**src/rtl/uart_rx_if.sv**
```systemverilog
// Holding-register side of the UART receiver: received character, status flags,
// flow control and the consumer's read strobe.
interface uart_rx_if;
  logic [7:0] o_rx_data;
  logic       o_rx_valid;
  logic       o_parity_err;
  logic       o_frame_err;
  logic       o_overrun_err;
  logic       o_rts_n;
  logic       o_break;
  logic       i_rx_read;

  modport master (
    output o_rx_data,
    output o_rx_valid,
    output o_parity_err,
    output o_frame_err,
    output o_overrun_err,
    output o_rts_n,
    output o_break,
    input  i_rx_read
  );

  modport slave (
    input  o_rx_data,
    input  o_rx_valid,
    input  o_parity_err,
    input  o_frame_err,
    input  o_overrun_err,
    input  o_rts_n,
    input  o_break,
    output i_rx_read
  );
endinterface

```
**src/rtl/uart_rx.sv**
```systemverilog
// Oversampling UART receiver: 5-8 data bits, optional parity, one stop bit, single-entry
// holding register with RTS flow control. Break detection when UART_RX_BREAK_DET_EN is defined.
module uart_rx #(
  parameter int unsigned OVERSAMPLE = 16
) (
  input  logic       clk,
  input  logic       rst_n,
  input  logic       rx_tick,
  input  logic [1:0] i_num_bit_data,
  input  logic       i_parity_en,
  input  logic       i_parity_type,
  input  logic       i_rx_serial,
  uart_rx_if.master  rx
);

  localparam int unsigned TW = $clog2(OVERSAMPLE);
  localparam logic [TW-1:0] MID  = TW'(OVERSAMPLE / 2 - 1);
  localparam logic [TW-1:0] LAST = TW'(OVERSAMPLE - 1);

  typedef enum logic [2:0] {IDLE, START, DATA, PARITY, STOP} state_t;

  state_t        state_q, state_d;
  logic [1:0]    sync_q;
  logic          rxs;
  logic [TW-1:0] tcnt_q, tcnt_d;
  logic [2:0]    bcnt_q, bcnt_d;
  logic [7:0]    shift_q;
  logic [7:0]    data_al;
  logic [1:0]    len_q;
  logic          par_en_q, par_type_q, par_err_q;
  logic          cfg_load, shift_en, par_sample, done;
  logic          hold_q, is_brk;

  logic [7:0]    data_q;
  logic          valid_q, rts_q, perr_q, ferr_q, ovr_q;
  logic          rd_ok;

  always_ff @(posedge clk) begin
    if (!rst_n) sync_q <= 2'b11;
    else        sync_q <= {sync_q[0], i_rx_serial};
  end
  assign rxs = sync_q[1];

  // Data enters at bit 7; shifting down by (8 - len) right-aligns and zero-fills.
  always_comb begin
    data_al = shift_q >> (2'd3 - len_q);
  end

  always_ff @(posedge clk) begin
    if (!rst_n) begin
      state_q <= IDLE;
      tcnt_q  <= '0;
      bcnt_q  <= '0;
    end else begin
      state_q <= state_d;
      tcnt_q  <= tcnt_d;
      bcnt_q  <= bcnt_d;
    end
  end

  always_comb begin
    state_d    = state_q;
    tcnt_d     = tcnt_q;
    bcnt_d     = bcnt_q;
    cfg_load   = 1'b0;
    shift_en   = 1'b0;
    par_sample = 1'b0;
    done       = 1'b0;
    if (rx_tick) begin
      case (state_q)
        IDLE: begin
          if (!hold_q && !rxs) begin
            state_d  = START;
            tcnt_d   = '0;
            cfg_load = 1'b1;
          end
        end
        START: begin
          if (tcnt_q == MID) begin
            tcnt_d = '0;
            bcnt_d = '0;
            state_d = rxs ? IDLE : DATA;
          end else begin
            tcnt_d = tcnt_q + 1'b1;
          end
        end
        DATA: begin
          if (tcnt_q == LAST) begin
            tcnt_d   = '0;
            shift_en = 1'b1;
            bcnt_d   = bcnt_q + 3'd1;
            if (bcnt_q == {1'b1, len_q}) state_d = par_en_q ? PARITY : STOP;
          end else begin
            tcnt_d = tcnt_q + 1'b1;
          end
        end
        PARITY: begin
          if (tcnt_q == LAST) begin
            tcnt_d     = '0;
            par_sample = 1'b1;
            state_d    = STOP;
          end else begin
            tcnt_d = tcnt_q + 1'b1;
          end
        end
        STOP: begin
          if (tcnt_q == LAST) begin
            tcnt_d  = '0;
            done    = 1'b1;
            state_d = IDLE;
          end else begin
            tcnt_d = tcnt_q + 1'b1;
          end
        end
        default: state_d = IDLE;
      endcase
    end
  end

  always_ff @(posedge clk) begin
    if (!rst_n) begin
      shift_q    <= '0;
      len_q      <= '0;
      par_en_q   <= 1'b0;
      par_type_q <= 1'b0;
      par_err_q  <= 1'b0;
    end else begin
      if (cfg_load) begin
        len_q      <= i_num_bit_data;
        par_en_q   <= i_parity_en;
        par_type_q <= i_parity_type;
        par_err_q  <= 1'b0;
      end
      if (shift_en)   shift_q   <= {rxs, shift_q[7:1]};
      if (par_sample) par_err_q <= rxs ^ (^data_al) ^ par_type_q;
    end
  end

`ifdef UART_RX_BREAK_DET_EN
  logic          par_bit_q, brk_q;
  logic [TW-1:0] hcnt_q;

  assign is_brk = (data_al == '0) && (!par_en_q || !par_bit_q) && !rxs;

  // After a break, starts are ignored until the line has been high for a full bit.
  always_ff @(posedge clk) begin
    if (!rst_n) begin
      par_bit_q <= 1'b0;
      brk_q     <= 1'b0;
      hold_q    <= 1'b0;
      hcnt_q    <= '0;
    end else begin
      if (cfg_load)   par_bit_q <= 1'b0;
      if (par_sample) par_bit_q <= rxs;
      if (done && is_brk) begin
        brk_q  <= 1'b1;
        hold_q <= 1'b1;
        hcnt_q <= '0;
      end else if (hold_q && rx_tick) begin
        if (!rxs) begin
          hcnt_q <= '0;
        end else if (hcnt_q == LAST) begin
          hcnt_q <= '0;
          hold_q <= 1'b0;
          brk_q  <= 1'b0;
        end else begin
          hcnt_q <= hcnt_q + 1'b1;
        end
      end
    end
  end
  assign rx.o_break = brk_q;
`else
  assign hold_q     = 1'b0;
  assign is_brk     = 1'b0;
  assign rx.o_break = 1'b0;
`endif

  assign rd_ok = rx.i_rx_read && valid_q;

  // A read in the completion cycle frees the register first, so the new frame loads.
  always_ff @(posedge clk) begin
    if (!rst_n) begin
      data_q  <= '0;
      valid_q <= 1'b0;
      rts_q   <= 1'b0;
      perr_q  <= 1'b0;
      ferr_q  <= 1'b0;
      ovr_q   <= 1'b0;
    end else begin
      if (rd_ok) begin
        valid_q <= 1'b0;
        rts_q   <= 1'b0;
        perr_q  <= 1'b0;
        ferr_q  <= 1'b0;
        ovr_q   <= 1'b0;
      end
      if (done && !is_brk) begin
        if (!valid_q || rd_ok) begin
          data_q  <= data_al;
          perr_q  <= par_err_q;
          ferr_q  <= ~rxs;
          valid_q <= 1'b1;
          rts_q   <= 1'b1;
        end else begin
          ovr_q <= 1'b1;
        end
      end
    end
  end

  assign rx.o_rx_data     = data_q;
  assign rx.o_rx_valid    = valid_q;
  assign rx.o_rts_n       = rts_q;
  assign rx.o_parity_err  = perr_q;
  assign rx.o_frame_err   = ferr_q;
  assign rx.o_overrun_err = ovr_q;

endmodule

```
**src/flat_wrapper.sv**
```systemverilog
// flat-port wrapper written by rule: the top's interface ports become plain ports
module uart_rx_flat 
#(
  parameter int unsigned OVERSAMPLE = 16
)
  (clk, rst_n, rx_tick, i_num_bit_data, i_parity_en, i_parity_type, i_rx_serial, rx_o_rx_data, rx_o_rx_valid, rx_o_parity_err, rx_o_frame_err, rx_o_overrun_err, rx_o_rts_n, rx_o_break, rx_i_rx_read);
  uart_rx_if rx_i ();
  input  logic clk;
  input  logic rst_n;
  input  logic rx_tick;
  input  logic [1:0] i_num_bit_data;
  input  logic i_parity_en;
  input  logic i_parity_type;
  input  logic i_rx_serial;
  output wire logic [$bits(rx_i.o_rx_data)-1:0] rx_o_rx_data;
  output wire logic [$bits(rx_i.o_rx_valid)-1:0] rx_o_rx_valid;
  output wire logic [$bits(rx_i.o_parity_err)-1:0] rx_o_parity_err;
  output wire logic [$bits(rx_i.o_frame_err)-1:0] rx_o_frame_err;
  output wire logic [$bits(rx_i.o_overrun_err)-1:0] rx_o_overrun_err;
  output wire logic [$bits(rx_i.o_rts_n)-1:0] rx_o_rts_n;
  output wire logic [$bits(rx_i.o_break)-1:0] rx_o_break;
  input wire logic [$bits(rx_i.i_rx_read)-1:0] rx_i_rx_read;
  assign rx_o_rx_data = rx_i.o_rx_data;
  assign rx_o_rx_valid = rx_i.o_rx_valid;
  assign rx_o_parity_err = rx_i.o_parity_err;
  assign rx_o_frame_err = rx_i.o_frame_err;
  assign rx_o_overrun_err = rx_i.o_overrun_err;
  assign rx_o_rts_n = rx_i.o_rts_n;
  assign rx_o_break = rx_i.o_break;
  assign rx_i.i_rx_read = rx_i_rx_read;
  uart_rx #(.OVERSAMPLE(OVERSAMPLE)) u_core (.clk(clk), .rst_n(rst_n), .rx_tick(rx_tick), .i_num_bit_data(i_num_bit_data), .i_parity_en(i_parity_en), .i_parity_type(i_parity_type), .i_rx_serial(i_rx_serial), .rx(rx_i));
endmodule
```
**config.mk**
```make
export PLATFORM = sky130hd
export DESIGN_NAME = uart_rx_flat
export DESIGN_NICKNAME = d
export VERILOG_FILES = /design/src/rtl/uart_rx_if.sv /design/src/rtl/uart_rx.sv /design/src/flat_wrapper.sv
export SDC_FILE = /design/constraint.sdc
export NUM_CORES = 1
export LEC_CHECK = 0
export ABC_AREA = 1
export CAP_MARGIN = 25
export CORE_MARGIN = 2
export CORE_UTILIZATION = 45
export DETAILED_ROUTE_END_ITERATION = 10
export PLACE_DENSITY = 0.66
export SYNTH_ARGS = -nofsm -noshare
export SYNTH_HDL_FRONTEND = slang
export SYNTH_SLANG_ARGS = --single-unit
```
**constraint.sdc**
```tcl
create_clock -name clk -period 2.35 [get_ports clk]
set_clock_uncertainty 0.05 [all_clocks]
set_input_delay 0.47 -clock clk [delete_from_list [all_inputs] [get_ports clk]]
set_output_delay 0.47 -clock clk [all_outputs]
set_load 0.03 [all_outputs]
```
Word-level counts from Yosys, hierarchy flattened. Index checks and enable logic that the tools add are counted.

Output and inout port bits: 14. Input bits: 9. Logic and storage cells: 91. Register bits: 38.

Bitwise gates (word level): 3. Add/subtract/negate cells: 3. Reduce and logical (&&, ||, !) cells: 13. Shift operators: 1. Muxes and demuxes: 43. Eq/ne operators: 13.

Operators with widths (number): two-way mux 1 bit (27); two-way mux 3 bit (9); case mux 3 bit (5 select lines) (1); two-way mux 4 bit (3); case mux 4 bit (3 select lines) (1); != test 2 x 1 -> 1 bit, second input constant (5); parity 8 bit (1); >> shifter 8 x 2 -> 8 bit (1); AND reduction 7 bit (1); == test 3 x 2 -> 1 bit, second input constant (2); case mux 3 bit (2 select lines) (1); adder 4 x 1 -> 4 bit, second input constant (1); == test 4 x 3 -> 1 bit, second input constant (1); == test 4 bit, second input constant (1); AND reduction 4 bit (1); nonzero test 2 bit (2); adder 3 x 1 -> 3 bit, second input constant (1); == test 3 x 1 -> 1 bit, second input constant (1); == test 3 bit (1); == test 3 bit, second input constant (1); logical NOT 3 bit (1); AND reduction 3 bit (1); nonzero test 3 bit (1); OR reduction 3 bit (1); other kinds (9) (10).

Depth between registers and ports, before layout. Gate-level depths: netlist (run 1).

Depth after elaboration: 6. Gate-level depth with buffers: 15. Depth with buffers taken out: 14.

Worst setup path after synthesis (run 1). No wires, ideal clock.

Path type: reg-to-reg. From: reg u_core.tcnt_q[0]. To: reg u_core.data_q[0] (netlist: u_core.rx.o_rx_data[0]). Period minus slack after synthesis: 1551 ps. Data required time: 2234 ps. Arrival: 1435 ps. Stages on the path, launching flop included: 13. Path slack: 799 ps. Path buffers: 1. Library setup time: 66 ps. Cell sequence: dfxtp_1 ha_1 nand2_1 nor2_2 inv_2 nor2_4 inv_2 nor2_4 nand2_4 clkinv_2 buf_6 o21ai_1 a21oi_2.

Word-level cells in the longest chain between the ends: 5.

RTL lines: start, declared (line uart_rx.sv:25) `logic [TW-1:0] tcnt_q, tcnt_d;`; start signal, assigned (line uart_rx.sv:56) `tcnt_q <= tcnt_d;`; == test 4 bit (line uart_rx.sv:107) `if (tcnt_q == LAST) begin`; two-way mux 1 bit (line uart_rx.sv:107); two-way mux 1 bit (line uart_rx.sv:70) `case (state_q)`; two-way mux 1 bit (line uart_rx.sv:69) `if (rx_tick) begin`; AND reduction 2 bit (no line); end signal, assigned (line uart_rx.sv:200) `data_q <= data_al;`; end, declared (line uart_rx.sv:34) `logic [7:0] data_q;`.

No other way between the ends. A chain may end at the register's enable or synchronous reset.

Worst setup path after layout (run 1).
From: reg u_core.data_q[1] (netlist: u_core.rx.o_rx_data[1]). To: out rx_o_rx_data[1].

RTL lines: end, declared (line flat_wrapper.sv:15) `output wire logic [$bits(rx_i.o_rx_data)-1:0] rx_o_rx_data;`.

No word-level cell between the ends.

==> results of run 1 <==
-- flip-flops by register name, summed over array words and instances, names as in the netlist, 2 cells and up --
signal               cells
u_core.shift_q           8
u_core.bcnt_q            3
u_core.sync_q            2
u_core.tcnt_q            4
u_core.len_q             2
u_core.state_q           3
u_core.rx.o_rx_data      8
-- through the flow --
stage                     utilization  instance area [um^2]  hold WS (ns)  setup WS [ns]  cells
final                           0.531                  2270         0.364          0.507    357
after CTS                       0.531                  2270         0.368          0.494    357
after global routing            0.531                  2270         0.384          0.314    357
after detailed placement        0.510                  2170         0.354          0.364    349
after global placement          0.510                  2170         0.345          0.383    349
after floorplan                     -                  1960         0.343          0.799    284
-- Yosys cell counts, types with 2 or more instances --
master / number / area (um^2)
inv_2: 6 / 22.5
or2_2: 2 / 12.5
buf_6: 4 / 45.0
nor2_1: 24 / 90.1
clkbuf_1: 3 / 11.3
dfxtp_1: 38 / 761
o21ai_0: 26 / 130
o21a_1: 2 / 15.0
nor2_4: 2 / 22.5
nor3_2: 2 / 20.0
nand2_2: 4 / 25.0
ha_1: 2 / 25.0
nand3_1: 26 / 130
a21oi_2: 2 / 17.5
nand2_1: 68 / 255
inv_1: 25 / 93.8
a21oi_1: 25 / 125
o21ai_1: 5 / 25.0
-- power by group through the flow --
stage          Combinational (mW)  Sequential (mW)  Clock [mW]
2_1_floorplan               0.253            0.711           0
3_3_place_gp                0.301            0.724           0
3_5_place_dp                0.305            0.724           0
4_1_cts                     0.308            0.708       0.485
5_1_grt                     0.355            0.714       0.504
6_report                    0.308            0.708       0.468
-- final cells by class --
class / count / share of cell area
multi-input cells: 204 / 0.444
flip-flops and latches: 38 / 0.336
repair buffers: 22 / 0.0961
clock buffers: 7 / 0.0381
clock inverters: 1 / 0.00221
inverters: 33 / 0.0552
well taps: 52 / 0.0287
-- kinds of logic after synthesis --
kind of cell               synth area share
DFF                                   0.388
adders and majority gates            0.0128
and+or+nand+nor                       0.313
buffers and inverters                0.0989
xor gates and xnor gates            0.00447
other                               0.00191
AOI/OAI and AO/OA                     0.181
-- routing by layer --
metal  vias to the layer above  global-route usage
met3                         9              0.0404
li1                        956                   -
met4                         0              0.0962
met1                       783               0.222
met2                        29               0.297
met5                         -                   0
-- path summary, 6_finish.rpt --
| check | slack (ns) | cells after the start | end |
|---|---|---|---|
| worst max-delay path | 0.51 | 1 | rx_o_rx_data[1] |
| worst min-delay path | 0.36 | 1 | u_core.sync_q[1]$_SDFF_PN1_ |
| worst max register to register | 0.57 | 13 | u_core.par_err_q$_SDFFE_PN0P_ |
| worst min register to register | 0.36 | 1 | u_core.sync_q[1]$_SDFF_PN1_ |
==> impl_metrics.tcl, run 1 <==
set metrics [dict create \
    run_status "complete, no violations" \
    fin_tns_setup_ns 0 \
    grt_pass1_wl_um 7080 \
    postRouteAntennaNets 0 \
    fin_crit_sh 0.784 \
    cts_hold_buffers 0 \
    worst-path-buf-inv 1 \
    cts_resized 0 \
    path_clk_slew_ns 0.07 \
    p_leak_nw 0.965 \
    min_period_ns 1.84 \
    insertion_delay_ns 0.31 \
    critPathMaxFanout 2 \
    fp.coreArea_um2 4260 \
    nNetsFinal 315 \
    vias 1777 \
    arrival_ns 1.32 \
    clkPwrFrac 0.315 \
    dp_hpwl_um 2920 \
    hold_viol 0 \
    syn_area_per_cell_um2 6.90 \
    grt_max_degree 29 \
    yosysWarningCount 0 \
    worstPathCellList "clkdlybuf4s50_1" \
    drc 0 \
    seq_area_frac_synth 0.388 \
    critPathLaunch "u_core.rx.o_rx_data[1]$_SDFFE_PN0P_" \
    combPwrFrac 0.207 \
    ys_types 36 \
    numCtsBuffers 5 \
    r2r_start "u_core.len_q[0]$_SDFFE_PN0P_" \
    hold_class "reg2reg" \
    cp_slowest_cell "clkdlybuf4s50_1" \
    crit_family "buffers and inverters" \
    multiInputGateArea_um2 1010 \
    most-common-layout-cells "nand2_1, dfxtp_1, nand3_1, o21ai_0" \
    synth-seq-cells 38 \
    n_antenna_cell 0 \
    htree_num_levels 2 \
    cp-end-kind "output pin" \
    rsz0062_at_grt "no" \
    switching_share 0.317 \
    p_seq_frac 0.477 \
    drt-wirelength-per-cell_um 11.1 \
    wl_met1_um 1860 \
    die_w_um 70.0 \
    drive_above_1_share 0.102 \
    io_buffers 21 \
    syn2layout_area_growth_pct 15.6 \
    worstSetupStartpointType "flip-flop" \
    clock_sinks 38 \
    viasPerCell 4.98 \
    wl_met3_um 193 \
    wl_met2_um 1810 \
    place_congestion 0.797 \
    grt-ovfl-total 0 \
    grt_usage 0.182 \
    die-height_um 70.0 \
    setup_violations 0 \
    placement_rows 24 \
    layout_commonest_cell "nand2_1" \
    synth-edff-count 0 \
    drt-pass1-iter-count 4 \
    die-area_um2 4900 \
    top_layer "met4" \
    final_max_slew_viol_count 0 \
    grt_pass1_vias 1638 \
    internal_power_mw 1.01 \
    cts_setup_buffers 0 \
    hp-start "u_core.sync_q[0]$_SDFF_PN1_" \
    antenna_found_initial 0 \
    clockBufferDepth 2 \
    drtIter0Drc 94 \
    irDropWorstVdd_mv 0.335 \
    critPathMaxStageDelay_ns 0.68 \
    power_density_nw_per_um2 655 \
    ys.flop_type "dfxtp_1" \
    start_util 0.460 \
    switchingPower_mw 0.470 \
    final-seq-area_um2 761 \
    ios 23 \
    fmax_mhz 543 \
    synth_cells 284 \
    cp_data_required_time_ns 1.83 \
    cts_root_buf "clkbuf_8" \
    syn-num-nets 295 \
    synthArstFlopShare 0 \
    routed_wl_um 3950 \
    total_power_mw 1.48 \
    cap_viol_max_count 0 \
    fillers 430 \
    cts_tree "done" \
    path_class "reg2out" \
    netlist_area_um2 1960 \
]
No activity file was read; power rests on OpenSTA's default activity.
==> inputs of run 2 (changes only) <==
==> constraint.sdc (replaced) <==
create_clock -name clk -period 1.75 [get_ports clk]
set_clock_uncertainty 0.05 [all_clocks]
set_input_delay 0.35 -clock clk [delete_from_list [all_inputs] [get_ports clk]]
set_output_delay 0.35 -clock clk [all_outputs]
set_load 0.03 [all_outputs]
==> run 2 against run 1 <==
  * Critical path depth stayed put
  * Combinational power is 53% higher
  * Register-to-register slack worse by 0.42 ns
  * Total power is 36% higher
  * Via count is 4.9% higher
  * Final cell count is 3.9% higher
==> impl_metrics.tcl, run 2 (synthesized netlist as in run 1, its figures left out) <==
set metrics [dict create \
    worstSetupStartpointType "flip-flop" \
    path_class "reg2out" \
    worst-path-buf-inv 1 \
    viasPerCell 5.02 \
    total_power_mw 2.02 \
    numCtsBuffers 5 \
    hold_viol 0 \
    fp.coreArea_um2 4260 \
    io_buffers 21 \
    cp-end-kind "output pin" \
    place_congestion 0.803 \
    path_clk_slew_ns 0.08 \
    grt_max_degree 29 \
    cp_slowest_cell "clkdlybuf4s50_1" \
    grt-ovfl-total 0 \
    reg2reg_to "u_core.state_q[0]$_SDFFE_PN0P_" \
    cts_root_buf "clkbuf_8" \
    critPathLaunch "u_core.rx.o_rx_data[3]$_SDFFE_PN0P_" \
    die_w_um 70.0 \
    arrival_ns 1.30 \
    htree_num_levels 2 \
    clock_sinks 38 \
    holdPathStages 1 \
    critPathMaxFanout 2 \
    critPathMaxStageDelay_ns 0.67 \
    cp.depth 1 \
    power_density_nw_per_um2 844 \
    vias 1864 \
    routed_wl_um 4200 \
    placement_rows 24 \
    fin_crit_sh 0.974 \
    dp_hpwl_um 3060 \
    postRouteAntennaNets 0 \
    min_period_ns 1.70 \
    r2r_start "u_core.tcnt_q[0]$_SDFFE_PN0P_" \
    n_antenna_cell 0 \
    drc 0 \
    layout_commonest_cell "nand2_1" \
    clockBufferDepth 2 \
    reg2regPathDepth 8 \
    cts_tree "done" \
    final_max_slew_viol_count 0 \
    fillers 429 \
    worstPathCellList "clkdlybuf4s50_1" \
    ios 23 \
    insertion_delay_ns 0.30 \
    grt_pass1_vias 1704 \
    cts_resized 0 \
    cts_setup_buffers 0 \
    grt_usage 0.186 \
    grt_pass1_wl_um 7310 \
    run_status "complete, no violations" \
    fmax_mhz 587 \
    syn2layout_area_growth_pct 22.3 \
    drive_above_1_share 0.157 \
    drt-pass1-iter-count 4 \
    crit_family "buffers and inverters" \
    most-common-layout-cells "nand2_1, dfxtp_1, o21ai_0" \
    crit_end "rx_o_rx_data[3]" \
    finalCoreUtilization 0.563 \
    drt-wirelength-per-cell_um 11.3 \
    hold_class "reg2reg" \
    die-height_um 70.0 \
    die-area_um2 4900 \
    nNetsFinal 329 \
    start_util 0.460 \
    timing.reg2reg.setup_slack_ns 0.15 \
    p_leak_nw 1.12 \
    drtIter0Drc 63 \
    irDropWorstVdd_mv 0.517 \
    cp_data_required_time_ns 1.35 \
    cts_hold_buffers 0 \
    antenna_found_initial 0 \
    cap_viol_max_count 0 \
    setup_violations 0 \
]
==> run 2: per-layer routing <==
metal	vias to the layer above	track usage	routed length [um]
li1	989	-	-
met1	839	0.234	2020
met2	28	0.309	1980
met3	8	0.0346	123
met4	0	0.0833	87
met5	-	0	0
==> run 2: cell type report <==
class / instances / area, um^2 / area share
Timing Repair Buffer: 36 / 339 / 0.141
Clock inverter: 2 / 13.8 / 0.00574
Tap cell: 52 / 65.1 / 0.0271
Multi-Input combinational cell: 204 / 1020 / 0.424
Inverter: 33 / 129 / 0.0537
Clock buffer: 6 / 72.6 / 0.0303
Sequential cell: 38 / 763 / 0.318
==> run 2: how the worst min path moves through the flow <==
stage | start | endpoint | slack (ns)
finish | u_core.sync_q[0]$_SDFF_PN1_ | u_core.sync_q[1]$_SDFF_PN1_ | 0.37
global route | u_core.sync_q[0]$_SDFF_PN1_ | u_core.sync_q[1]$_SDFF_PN1_ | 0.39
CTS | u_core.sync_q[0]$_SDFF_PN1_ | u_core.sync_q[1]$_SDFF_PN1_ | 0.37
detailed placement | u_core.sync_q[0]$_SDFF_PN1_ | u_core.sync_q[1]$_SDFF_PN1_ | 0.36
global placement | u_core.sync_q[0]$_SDFF_PN1_ | u_core.sync_q[1]$_SDFF_PN1_ | 0.35
floorplan | u_core.sync_q[0]$_SDFF_PN1_ | u_core.sync_q[1]$_SDFF_PN1_ | 0.34
==> run 2: stage by stage <==
step                      setup TNS [ns]  std cells  setup slack (ns)  instance area [um^2]  hold slack, ns
after global routing            -0.00288        371          -0.00288                  2400           0.394
after CTS                              0        371           0.00960                  2370           0.373
after detailed placement          -0.258        363           -0.0679                  2280           0.358
final                                  0        371            0.0457                  2400           0.370
after global placement           -0.0878        363           -0.0379                  2280           0.345
after floorplan                        0        284             0.199                  1960           0.343
==> run 2: where the power goes <==
group          total (mW)  switching, mW  internal (mW)
Combinational       0.471          0.296          0.175
Sequential          0.945         0.0396          0.906
Clock               0.608          0.327          0.281
Total                2.02          0.663           1.36
==> inputs of run 3 (changes only) <==
--- a/config.mk
+++ b/config.mk
@@ -7,7 +7,7 @@
 export LEC_CHECK = 0
 export ABC_AREA = 1
 export CAP_MARGIN = 25
-export CORE_MARGIN = 2
+export CORE_MARGIN = 5
 export CORE_UTILIZATION = 45
 export DETAILED_ROUTE_END_ITERATION = 10
 export PLACE_DENSITY = 0.66
==> run 3 against run 2 <==
  * Setup slack worse by 0.0092 ns
  * Critical path depth stayed put
  * Flip-flop and latch count stayed put
  * Sequential share of layout area is 0.95 points lower
  * Register-to-register slack worse by 0.04 ns
  * Clock power is 22% higher
  * Critical path type unchanged
  * Critical endpoint unchanged
  * Highest routed layer unchanged
==> impl_metrics.tcl, run 3 (synthesized netlist as in run 1, its figures left out) <==
set metrics [dict create \
    hold_class "reg2reg" \
    grt_pass1_wl_um 7910 \
    vias 1865 \
    critPathMaxStageDelay_ns 0.67 \
    die-area_um2 5780 \
    drive_above_1_share 0.188 \
    n_antenna_cell 0 \
    setup_violations 0 \
    htree_num_levels 2 \
    cap_viol_max_count 0 \
    fillers 414 \
    grt_pass1_vias 1834 \
    worstPathCellList "clkdlybuf4s50_1" \
    power_density_nw_per_um2 882 \
    dp_worst_setup_slack_ns -0.0646 \
    holdWs_ns 0.376 \
    io_buffers 21 \
    met3_usage 0.0390 \
    most-common-layout-cells "nand2_1, dfxtp_1, nand3_1, o21ai_0" \
    fmax_mhz 584 \
    start_util 0.457 \
    drt-wirelength-per-cell_um 11.6 \
    drt-pass1-iter-count 4 \
    fin_tns_setup_ns 0 \
    postRouteAntennaNets 0 \
    layout_commonest_cell "nand2_1" \
    dp.cells 365 \
    drtIter0Drc 92 \
    cts_root_buf "clkbuf_8" \
    fp.coreArea_um2 4290 \
    min_period_ns 1.71 \
    cts_hold_buffers 0 \
    cp-end-kind "output pin" \
    multiInputGateArea_um2 1040 \
    met1_usage 0.202 \
    routed_wl_um 4380 \
    worstSetupStartpointType "flip-flop" \
    die-height_um 76.0 \
    clockBufferDepth 2 \
    crit_family "buffers and inverters" \
    fin_ws_ns 0.0365 \
    run_status "complete, no violations" \
    dp_hpwl_um 3150 \
    grt-ovfl-total 0 \
    irDropWorstVdd_mv 0.387 \
    antenna_found_initial 0 \
    grt.busiest_layer "met2" \
    cp_slowest_cell "clkdlybuf4s50_1" \
    finalCoreUtilization 0.580 \
    grt_max_degree 29 \
    place_congestion 0.844 \
    nNetsFinal 334 \
    drc 0 \
    numCtsBuffers 5 \
    hold_viol 0 \
    die_w_um 76.0 \
    fin_crit_sh 0.979 \
    grt_usage 0.161 \
    path_clk_slew_ns 0.08 \
    ios 23 \
    placement_rows 24 \
    arrival_ns 1.31 \
    gr-usage-met2 0.265 \
    worst-path-buf-inv 1 \
    syn2layout_area_growth_pct 26.9 \
    insertion_delay_ns 0.30 \
    stdcell_count 376 \
    cts_tree "done" \
    final-seq-area_um2 768 \
    critPathMaxFanout 2 \
    clock_sinks 38 \
    viasPerCell 4.96 \
    cp_data_required_time_ns 1.35 \
    final_max_slew_viol_count 0 \
    path_class "reg2out" \
    p_leak_nw 1.18 \
]
==> run 3: area by class of cell <==
class | instances | area share
Multi-Input combinational cell | 204 | 0.417
Clock buffer | 5 | 0.0277
Timing Repair inverter | 1 | 0.00251
Tap cell | 52 | 0.0261
Timing Repair Buffer | 40 | 0.149
Clock inverter | 3 | 0.0161
Inverter | 33 | 0.0528
Sequential cell | 38 | 0.309
==> run 3: final timing paths <==
| path | slack [ns] | end | depth (start not counted) | start |
|---|---|---|---|---|
| setup reg to reg | 0.11 | u_core.rx.o_rts_n$_SDFF_PN0_ | 10 | u_core.tcnt_q[0]$_SDFFE_PN0P_ |
| hold reg to reg | 0.38 | u_core.sync_q[1]$_SDFF_PN1_ | 1 | u_core.sync_q[0]$_SDFF_PN1_ |
| setup / recovery | 0.04 | rx_o_rx_data[3] | 1 | u_core.rx.o_rx_data[3]$_SDFFE_PN0P_ |
| hold / removal | 0.38 | u_core.sync_q[1]$_SDFF_PN1_ | 1 | u_core.sync_q[0]$_SDFF_PN1_ |
==> run 3: metrics by stage <==
| step | instance area (um^2) | power, mW |
|---|---|---|
| floorplan | 1960 | 1.30 |
| global placement | 2290 | 1.42 |
| detailed placement | 2290 | 1.43 |
| CTS | 2400 | 2.18 |
| global route | 2490 | 2.34 |
| finish | 2490 | 2.19 |
==> run 3: routing by layer <==
metal	wire, um	vias up
li1	-	1001
met1	2140	815
met2	1940	42
met3	232	7
met4	68	0
met5	0	-
==> run 3: timing repair <==
item,in CTS,in global routing
gates resized for setup,0,24
endpoints found under the hold margin,0,0
endpoints found under the setup margin,0,31
buffers inserted,0,2
==> run 3: where the power goes <==
part | switching (mW) | internal [mW]
registers | 0.0454 | 0.909
logic | 0.307 | 0.189
clock network | 0.325 | 0.420
total | 0.677 | 1.52
